$ cat src/rtl/sdram_arb_pkg.sv
// Shared types and helpers for the SDRAM request arbiter.
package sdram_arb_pkg;

    // Command register widths; the arbiter's ADDR_W_p/DATA_W_p must not exceed these.
    localparam int CMD_ADDR_W = 24;
    localparam int CMD_DATA_W = 16;

    // IDLE: choose refresh or request | ISSUE: offer cmd | WAIT_RD: await read data | REF: offer refresh
    typedef enum logic [1:0] {
        IDLE    = 2'd0,
        ISSUE   = 2'd1,
        WAIT_RD = 2'd2,
        REF     = 2'd3
    } state_e;

    typedef struct packed {
        logic                  we;
        logic                  is_ref;
        logic [CMD_ADDR_W-1:0] addr;
        logic [CMD_DATA_W-1:0] wdata;
    } cmd_t;

    function automatic int idx_w(input int n);
        return (n > 1) ? $clog2(n) : 1;
    endfunction

endpackage

$ cat src/rtl/sdram_req_arbiter_rr.sv
// Combinational round-robin arbiter: the search starts at ptr and wraps around.
module rr_arbiter #(
    parameter int N     = 4,
    parameter int IDX_W = 2
) (
    input  logic [N-1:0]     req,
    input  logic [IDX_W-1:0] ptr,
    output logic [N-1:0]     grant,
    output logic [IDX_W-1:0] idx,
    output logic             any
);

    always_comb begin
        grant = '0;
        idx   = '0;
        any   = 1'b0;
        for (int k = 0; k < N; k++) begin
            if (!any && req[(int'(ptr) + k) % N]) begin
                any                          = 1'b1;
                grant[(int'(ptr) + k) % N]   = 1'b1;
                idx                          = IDX_W'((int'(ptr) + k) % N);
            end
        end
    end

endmodule

$ cat src/rtl/sdram_req_arbiter.sv
// Shares one SDRAM command port between NUM_REQ_p requesters and inserts periodic refresh.
// Define SDRAM_ARB_FIXED_PRIO_EN for lowest-index-wins priority instead of round-robin.
module sdram_req_arbiter
    import sdram_arb_pkg::*;
#(
    parameter int NUM_REQ_p      = 4,
    parameter int ADDR_W_p       = 24,
    parameter int DATA_W_p       = 16,
    parameter int REF_INTERVAL_p = 1037
) (
    input  logic                          clk_i,
    input  logic                          rst_ni,
    input  logic [NUM_REQ_p-1:0]          req_valid_i,
    input  logic [NUM_REQ_p-1:0]          req_we_i,
    input  logic [NUM_REQ_p*ADDR_W_p-1:0] req_addr_i,
    input  logic [NUM_REQ_p*DATA_W_p-1:0] req_wdata_i,
    output logic [NUM_REQ_p-1:0]          req_ready_o,
    output logic [NUM_REQ_p-1:0]          rsp_valid_o,
    output logic [DATA_W_p-1:0]           rsp_rdata_o,
    output logic                          mem_valid_o,
    input  logic                          mem_ready_i,
    output logic                          mem_we_o,
    output logic                          mem_ref_o,
    output logic [ADDR_W_p-1:0]           mem_addr_o,
    output logic [DATA_W_p-1:0]           mem_wdata_o,
    input  logic                          mem_rvalid_i,
    input  logic [DATA_W_p-1:0]           mem_rdata_i
);

    localparam int IDX_W = idx_w(NUM_REQ_p);
    localparam int CNT_W = $clog2(REF_INTERVAL_p + 1);

    state_e               state_q, state_d;
    cmd_t                 cmd_q;
    logic [IDX_W-1:0]     owner_q;
    logic                 ref_pend_q;
    logic [CNT_W-1:0]     ref_cnt_q;
    logic                 ref_tick;

    logic [NUM_REQ_p-1:0] grant;
    logic [IDX_W-1:0]     grant_idx;
    logic                 grant_any;
    logic                 grant_fire;

    logic                 sel_we;
    logic [ADDR_W_p-1:0]  sel_addr;
    logic [DATA_W_p-1:0]  sel_wdata;

`ifdef SDRAM_ARB_FIXED_PRIO_EN
    always_comb begin
        grant     = '0;
        grant_idx = '0;
        grant_any = 1'b0;
        for (int i = 0; i < NUM_REQ_p; i++) begin
            if (!grant_any && req_valid_i[i]) begin
                grant_any = 1'b1;
                grant[i]  = 1'b1;
                grant_idx = IDX_W'(i);
            end
        end
    end
`else
    logic [IDX_W-1:0] rr_q;

    rr_arbiter #(
        .N     (NUM_REQ_p),
        .IDX_W (IDX_W)
    ) u_rr_arbiter (
        .req   (req_valid_i),
        .ptr   (rr_q),
        .grant (grant),
        .idx   (grant_idx),
        .any   (grant_any)
    );

    always_ff @(posedge clk_i or negedge rst_ni) begin
        if (!rst_ni) begin
            rr_q <= '0;
        end else if (grant_fire) begin
            rr_q <= (grant_idx == IDX_W'(NUM_REQ_p - 1)) ? '0 : grant_idx + 1'b1;
        end
    end
`endif

    // Ready is combinational, so it is held low while reset is asserted.
    assign grant_fire  = rst_ni && (state_q == IDLE) && !ref_pend_q && grant_any;
    assign req_ready_o = grant_fire ? grant : '0;

    always_comb begin
        sel_we    = 1'b0;
        sel_addr  = '0;
        sel_wdata = '0;
        for (int i = 0; i < NUM_REQ_p; i++) begin
            if (grant[i]) begin
                sel_we    = req_we_i[i];
                sel_addr  = req_addr_i[i*ADDR_W_p +: ADDR_W_p];
                sel_wdata = req_wdata_i[i*DATA_W_p +: DATA_W_p];
            end
        end
    end

    always_comb begin
        state_d = state_q;
        case (state_q)
            IDLE: begin
                if (ref_pend_q)     state_d = REF;
                else if (grant_any) state_d = ISSUE;
            end
            ISSUE: begin
                if (mem_ready_i)    state_d = cmd_q.we ? IDLE : WAIT_RD;
            end
            WAIT_RD: begin
                if (mem_rvalid_i)   state_d = IDLE;
            end
            REF: begin
                if (mem_ready_i)    state_d = IDLE;
            end
            default:                state_d = IDLE;
        endcase
    end

    // The counter reloads on the step that would reach zero, giving one tick every REF_INTERVAL_p clocks.
    assign ref_tick = (ref_cnt_q == CNT_W'(1));

    always_ff @(posedge clk_i or negedge rst_ni) begin
        if (!rst_ni) begin
            state_q     <= IDLE;
            cmd_q       <= '0;
            owner_q     <= '0;
            ref_pend_q  <= 1'b0;
            ref_cnt_q   <= CNT_W'(REF_INTERVAL_p);
            rsp_valid_o <= '0;
            rsp_rdata_o <= '0;
        end else begin
            state_q   <= state_d;
            ref_cnt_q <= ref_tick ? CNT_W'(REF_INTERVAL_p) : ref_cnt_q - 1'b1;

            if (ref_tick) begin
                ref_pend_q <= 1'b1;
            end else if ((state_q == REF) && mem_ready_i) begin
                ref_pend_q <= 1'b0;
            end

            if (grant_fire) begin
                cmd_q.we     <= sel_we;
                cmd_q.is_ref <= 1'b0;
                cmd_q.addr   <= CMD_ADDR_W'(sel_addr);
                cmd_q.wdata  <= CMD_DATA_W'(sel_wdata);
                owner_q      <= grant_idx;
            end else if ((state_q == IDLE) && ref_pend_q) begin
                cmd_q        <= '0;
                cmd_q.is_ref <= 1'b1;
            end

            rsp_valid_o <= '0;
            if ((state_q == WAIT_RD) && mem_rvalid_i) begin
                rsp_valid_o[owner_q] <= 1'b1;
                rsp_rdata_o          <= mem_rdata_i;
            end
        end
    end

    assign mem_valid_o = (state_q == ISSUE) || (state_q == REF);
    assign mem_ref_o   = mem_valid_o && cmd_q.is_ref;
    assign mem_we_o    = mem_valid_o && cmd_q.we;
    assign mem_addr_o  = cmd_q.addr[ADDR_W_p-1:0];
    assign mem_wdata_o = cmd_q.wdata[DATA_W_p-1:0];

endmodule
$ cat config.mk
export PLATFORM = sky130hd
export DESIGN_NAME = sdram_req_arbiter
export DESIGN_NICKNAME = d
export VERILOG_FILES = /design/src/rtl/sdram_arb_pkg.sv /design/src/rtl/sdram_req_arbiter_rr.sv /design/src/rtl/sdram_req_arbiter.sv
export SDC_FILE = /design/constraint.sdc
export NUM_CORES = 1
export LEC_CHECK = 0
export ABC_AREA = 1
export CAP_MARGIN = 15
export CORE_AREA = 2 2 129 131
export DETAILED_ROUTE_END_ITERATION = 10
export DIE_AREA = 0 0 131 133
export PLACE_DENSITY = 0.77
export SLEW_MARGIN = 5
export SYNTH_ARGS = -nofsm -noshare
export SYNTH_HDL_FRONTEND = slang
export SYNTH_SLANG_ARGS = --single-unit
$ cat constraint.sdc
create_clock -name clk_i -period 2.6 [get_ports clk_i]
set_clock_uncertainty 0.05 [all_clocks]
set_input_delay 0.52 -clock clk_i [delete_from_list [all_inputs] [get_ports clk_i]]
set_output_delay 0.52 -clock clk_i [all_outputs]
set_load 0.005 [all_outputs]
### Yosys cells after proc, flatten, opt, wreduce, memory -nomap -nowiden

Cells that the tools add are included.

| storage, ports and cells | value |
|---|---|
| bits in registers | 80 |
| input port bits | 188 |
| output and inout port bits | 67 |
| logic and storage cells | 129 |

| operators by class | value |
|---|---|
| add/subtract/negate cells | 5 |
| $lt $le $gt $ge | 10 |
| equality and inequality tests | 9 |
| multiplexer cells | 60 |
| bitwise logic cells | 6 |
| reductions and logical operators | 28 |

Operators with widths:

| kind | number |
|---|---|
| $mux 24 | 4 |
| $mux 42 | 2 |
| $mux 16 | 4 |
| $mux 4 | 6 |
| $mux 1 | 22 |
| $mux 2 | 11 |
| $logic_and 1x1->1 | 16 |
| $lt 3x4->1 const B | 3 |
| $or 4x4->4 | 3 |
| $eq 11x1->1 const B | 1 |
| $mux 11 | 1 |
| $sub 11x1->11 const B | 1 |
| $demux 1 s2 | 5 |
| $ge 3x1->1 const B | 3 |
| $bmux 1 s2 | 4 |
| $pmux 2 s4 | 1 |
| $eq 2x2->1 const B | 3 |
| $lt 2x3->1 const B | 2 |
| $ne 2x2->1 const B | 3 |
| $reduce_or 2->1 | 3 |
| $add 2x1->2 const B | 2 |
| $add 2x2->2 const B | 2 |
| $ge 2x1->1 const B | 2 |
| $logic_not 1->1 | 4 |
| other kinds (7) | 10 |

### Logic depth before layout (Yosys ltp)

| depth | value |
|---|---|
| depth in word-level cells | 19 |
| gate-level depth with buffers | 16 |

### Hierarchy

From an unflattened synthesis, not the netlist that was laid out.

| unflattened totals | value |
|---|---|
| cells, all modules | 766 |
| area total of the unflattened synthesis | 5366.4 µm² |

Modules (own cells, without submodules):

| module | times used | cells each | area an instance (µm²) |
|---|---|---|---|
| sdram_req_arbiter | 1 | 692 | 4926.0 |
| rr_arbiter | 1 | 74 | 440.4 |

### Least setup slack after synthesis

Ideal clock, no wire load.

| timing path | value |
|---|---|
| path type | reg2out |
| from | register (tool-made name) |
| to | output req_ready_o[2] |
| arrival | 2018 ps |
| path slack | 12 ps |
| stages on the path, launching flop included | 14 |
| path buffers | 2 |
| cell sequence | dfrtp_1 -> inv_2 -> ha_1 -> inv_1 -> nand3_1 -> nand2_2 -> nand2_2 -> nor2_2 -> nand2_1 -> nand3_2 -> buf_8 -> buf_8 -> nand2_1 -> inv_1 |

RTL lines:

| item | line | text |
|---|---|---|
| to (decl) | sdram_req_arbiter.sv:17 | `output logic [NUM_REQ_p-1:0] req_ready_o,` |

==> summary.json <==
{
  "outcome": {
    "status": "completed"
  },
  "setup_path": {
    "crit_path_max_incr_delay_ns": 0.38,
    "ordered_cell_list_for_the_critical_path": "inv_2, ha_4, nand3_1, nand2_4, nor2_4, nand2_2, nand2_4, nor2_8, nand2_8, nand2_1, inv_1, buf_2",
    "critical_path.startpoint_type": "flip-flop",
    "crit_path_end_kind": "output pin",
    "timing.reg2reg.setup_slack_ns": 0.13,
    "worst-endpoint-required_ns": 2.03,
    "reg2reg_to": "cmd_q[41]",
    "worstRegToRegCells": 15,
    "worstSetupPathType": "reg2out",
    "critPathSlowestCell": "sky130_fd_sc_hd__dfrtp_1",
    "timing.critical_path.fanout_max": 5,
    "arrival_ns": 1.99,
    "cp_common_cell": "sky130_fd_sc_hd__nand2_4"
  },
  "final_layout": {
    "num-nets-final": 1256,
    "stdcell_count": 1284,
    "layout_common_cells": "245 x sky130_fd_sc_hd__clkdlybuf4s50_1, 206 x sky130_fd_sc_hd__nand2_1, 107 x sky130_fd_sc_hd__inv_1, 97 x sky130_fd_sc_hd__nand3_1, 76 x sky130_fd_sc_hd__dfrtp_1",
    "design_area_um2": 9450,
    "area_of_the_multi_input_gates_um2": 3370,
    "area.growth.synth_to_final_pct": 46.4,
    "most_common_library_cell_in_the_layout_ignoring_fill_and_taps": "sky130_fd_sc_hd__clkdlybuf4s50_1",
    "antenna_cells": 0,
    "sequential_cell_area_um2": 2010,
    "n_fill_cell": 1469,
    "drive_gt1_share_pct": 24.2
  },
  "placement": {
    "dp_hpwl_mm": 14.0,
    "cell_area_after_placement_um2": 8940,
    "cell_count_after_placement": 1258,
    "place.gp.congestion": 0.851,
    "place_ws_ns": -0.485,
    "buffer_ports.inserted": 254
  },
  "timing": {
    "tightest_slew_ns": 0.775,
    "layout_worst_path_cycle_share_pct": 98.3,
    "setup_tns_ns": 0,
    "rsz_0062_raised_after_global_routing": "yes",
    "slew_violations": 0,
    "finalWorstPathRequiredPeriod_ns": 2.56,
    "slew_headroom_pct": 48.3,
    "timing.final.ws_setup_ns": 0.0445,
    "final_hold_viol_count": 0,
    "fmax_mhz": 391,
    "setup_viol": 0
  },
  "power_and_ir_drop": {
    "power-per-cell-area_nw_per_um2": 1190,
    "power_frac_comb_pct": 70.8,
    "ir_worst_vdd_mv": 0.691,
    "portion_of_total_power_attributed_to_sequential_cells_pct": 17.1,
    "p_total_mw": 11.2,
    "swShare_pct": 47.6,
    "clkPwrFrac_pct": 12.1,
    "total_switching_power_mw": 5.34,
    "cell_internal_pwr_mw": 5.88,
    "static-leakage-power_nw": 4.48
  },
  "floorplan": {
    "top_level_ports": 255,
    "num_rows": 47,
    "initial_core_util_pct": 39.9,
    "die_height_um": 133,
    "fp.coreArea_um2": 16200,
    "die_boundary_width_um": 131,
    "die_area_um2": 17400
  },
  "global_routing": {
    "grt-ovfl-total": 0,
    "grt_pass1_vias": 5886,
    "grt_start_max_net_pins": 64,
    "global_route_wire_length_before_repair_mm": 29.9,
    "track_usage_pct": 22.1,
    "antenna_found_initial": 0
  },
  "routing": {
    "route.final.wire_length_mm": 19.7,
    "length_of_the_first_detailed_routing_pass_in_iterations": 4,
    "drc": 0,
    "violation_count_after_the_first_detailed_routing_iteration": 301,
    "detail_route.wl_per_cell_um": 15.3,
    "via_count": 6106,
    "ant_nets": 0,
    "route.detailed.vias_per_inst": 4.76
  },
  "clock_network": {
    "clock_tree_from_tritoncts": "done",
    "clock_tree.htree_level_count": 3,
    "cts.sinks": 80,
    "clock_tree.root_cell": "sky130_fd_sc_hd__clkbuf_16",
    "total_clock_buffers_created_by_cts": 9,
    "path_clk_slew_ns": 0.07,
    "hold_buffers": 0,
    "cts-root-to-sink-buffers": 2,
    "insertion_delay_ns": 0.35
  },
  "min_path": {
    "class_of_the_tightest_hold_or_removal_check": "in2async"
  },
  "logic_synthesis": {
    "avgSynthCellArea_um2": 7.80,
    "synth-seq-area-share_pct": 31.1,
    "postSynth.asyncResetShare_pct": 100,
    "syn_area_um2": 6450,
    "synth-warning-count": 0,
    "ys.flop_type": "sky130_fd_sc_hd__dfrtp_1",
    "synth.distinct_cells": 38,
    "postSynthNetCount": 1024,
    "syn-instance-count": 827,
    "number_of_synthesized_register_bits": 80,
    "synth-edff-count": 0
  },
  "job": {
    "maxCapViolations": 0
  }
}
## metrics by stage
| stage | hold slack, ns | util (%) |
|---|---|---|
| floorplan | 0.174 | - |
| global placement | 0.393 | 55.3 |
| detailed placement | 0.401 | 55.3 |
| CTS | 0.119 | 57.5 |
| global route | 0.139 | 58.4 |
| finish | 0.114 | 58.4 |
## flip-flops by register name, indices dropped and copies added (netlist names), named ones only
name and flops:
cmd_q 2, owner_q 2, rsp_rdata_o 16, rsp_valid_o 4, mem_wdata_o 16, ref_pend_q 1
state_q 2, mem_addr_o 24, ref_cnt_q 11, rr_q 1
## power groups by stage
stage / clock, mW / sequential [mW] / combinational (mW)
2_1_floorplan: 0 / 1.94 / 5.62
3_3_place_gp: 0 / 1.92 / 7.31
3_5_place_dp: 0 / 1.94 / 7.41
4_1_cts: 1.40 / 1.92 / 7.60
5_1_grt: 1.43 / 1.97 / 8.70
6_report: 1.36 / 1.92 / 7.95
## what timing repair did
action | in CTS | in global routing
gates resized for setup | 29 | 31
pin swaps | 10 | 17
cloned | 0 | 1
endpoints found under the setup margin | 36 | 45
buffers inserted | 5 | 6
## routing by layer
metal / share of wire [%] / GRT usage [%] / up-vias
met2: 50 / 37.7 / 207
met3: 6.9 / 4.57 / 34
li1: - / - / 3057
met1: 40 / 27.2 / 2808
met4: 2.5 / 8.27 / 0
met5: 0 / 0 / -
## cell families (layout without fill, tap and decap cells)
logic type      Yosys count  in the layout  synth area share (%)
compound gates          100            100                  11.8
buf+inv                 203            440                  18.2
simple gates            416            416                  33.9
mux                      16             16                  2.79
xor+xnor                  3              3                 0.407
flops                    80             80                  31.1
fa+ha+maj                 9              9                  1.74
## how the worst max path moves through the flow
stage | slack (ns) | start | endpoint
2_1_floorplan | 0.01 | flip-flop | req_ready_o[2]
3_3_place_gp | -0.42 | req_valid_i[3] | req_ready_o[1]
3_5_place_dp | -0.48 | req_valid_i[1] | req_ready_o[1]
4_1_cts | -0.08 | flip-flop | req_ready_o[1]
5_1_grt | -0.06 | flip-flop | req_ready_o[3]
6_report | 0.04 | flip-flop | req_ready_o[3]
## cells in the mapped netlist (9+ instances only)
| library cell | count | area, um^2 |
|---|---|---|
| sky130_fd_sc_hd__a21oi_1 | 23 | 115 |
| sky130_fd_sc_hd__a21oi_2 | 66 | 578 |
| sky130_fd_sc_hd__buf_2 | 11 | 55.1 |
| sky130_fd_sc_hd__buf_4 | 44 | 330 |
| sky130_fd_sc_hd__buf_6 | 12 | 135 |
| sky130_fd_sc_hd__dfrtp_1 | 76 | 1900 |
| sky130_fd_sc_hd__ha_1 | 9 | 113 |
| sky130_fd_sc_hd__inv_1 | 112 | 420 |
| sky130_fd_sc_hd__mux2_2 | 16 | 180 |
| sky130_fd_sc_hd__nand2_1 | 217 | 815 |
| sky130_fd_sc_hd__nand3_1 | 100 | 500 |
| sky130_fd_sc_hd__nand3_2 | 44 | 440 |
| sky130_fd_sc_hd__nor2_1 | 17 | 63.8 |
## cell type report
class,instances,area share [%]
clock buffer,9,2.38
clock inverter,7,0.887
inverter,118,4.82
multi-input combinational,544,35.7
sequential,80,21.2
tap,220,2.91
timing repair buffer,306,32.1
## critical path: cells and delay by family, from the launching register on
kind	cells	cell delay, ns
buffers and inverters	3	0.22
AND/OR/NAND/NOR	8	0.71
adder cells (fa/ha/maj)	1	0.31
flip-flops	1	0.38
No activity file was read; power rests on OpenSTA's default activity.
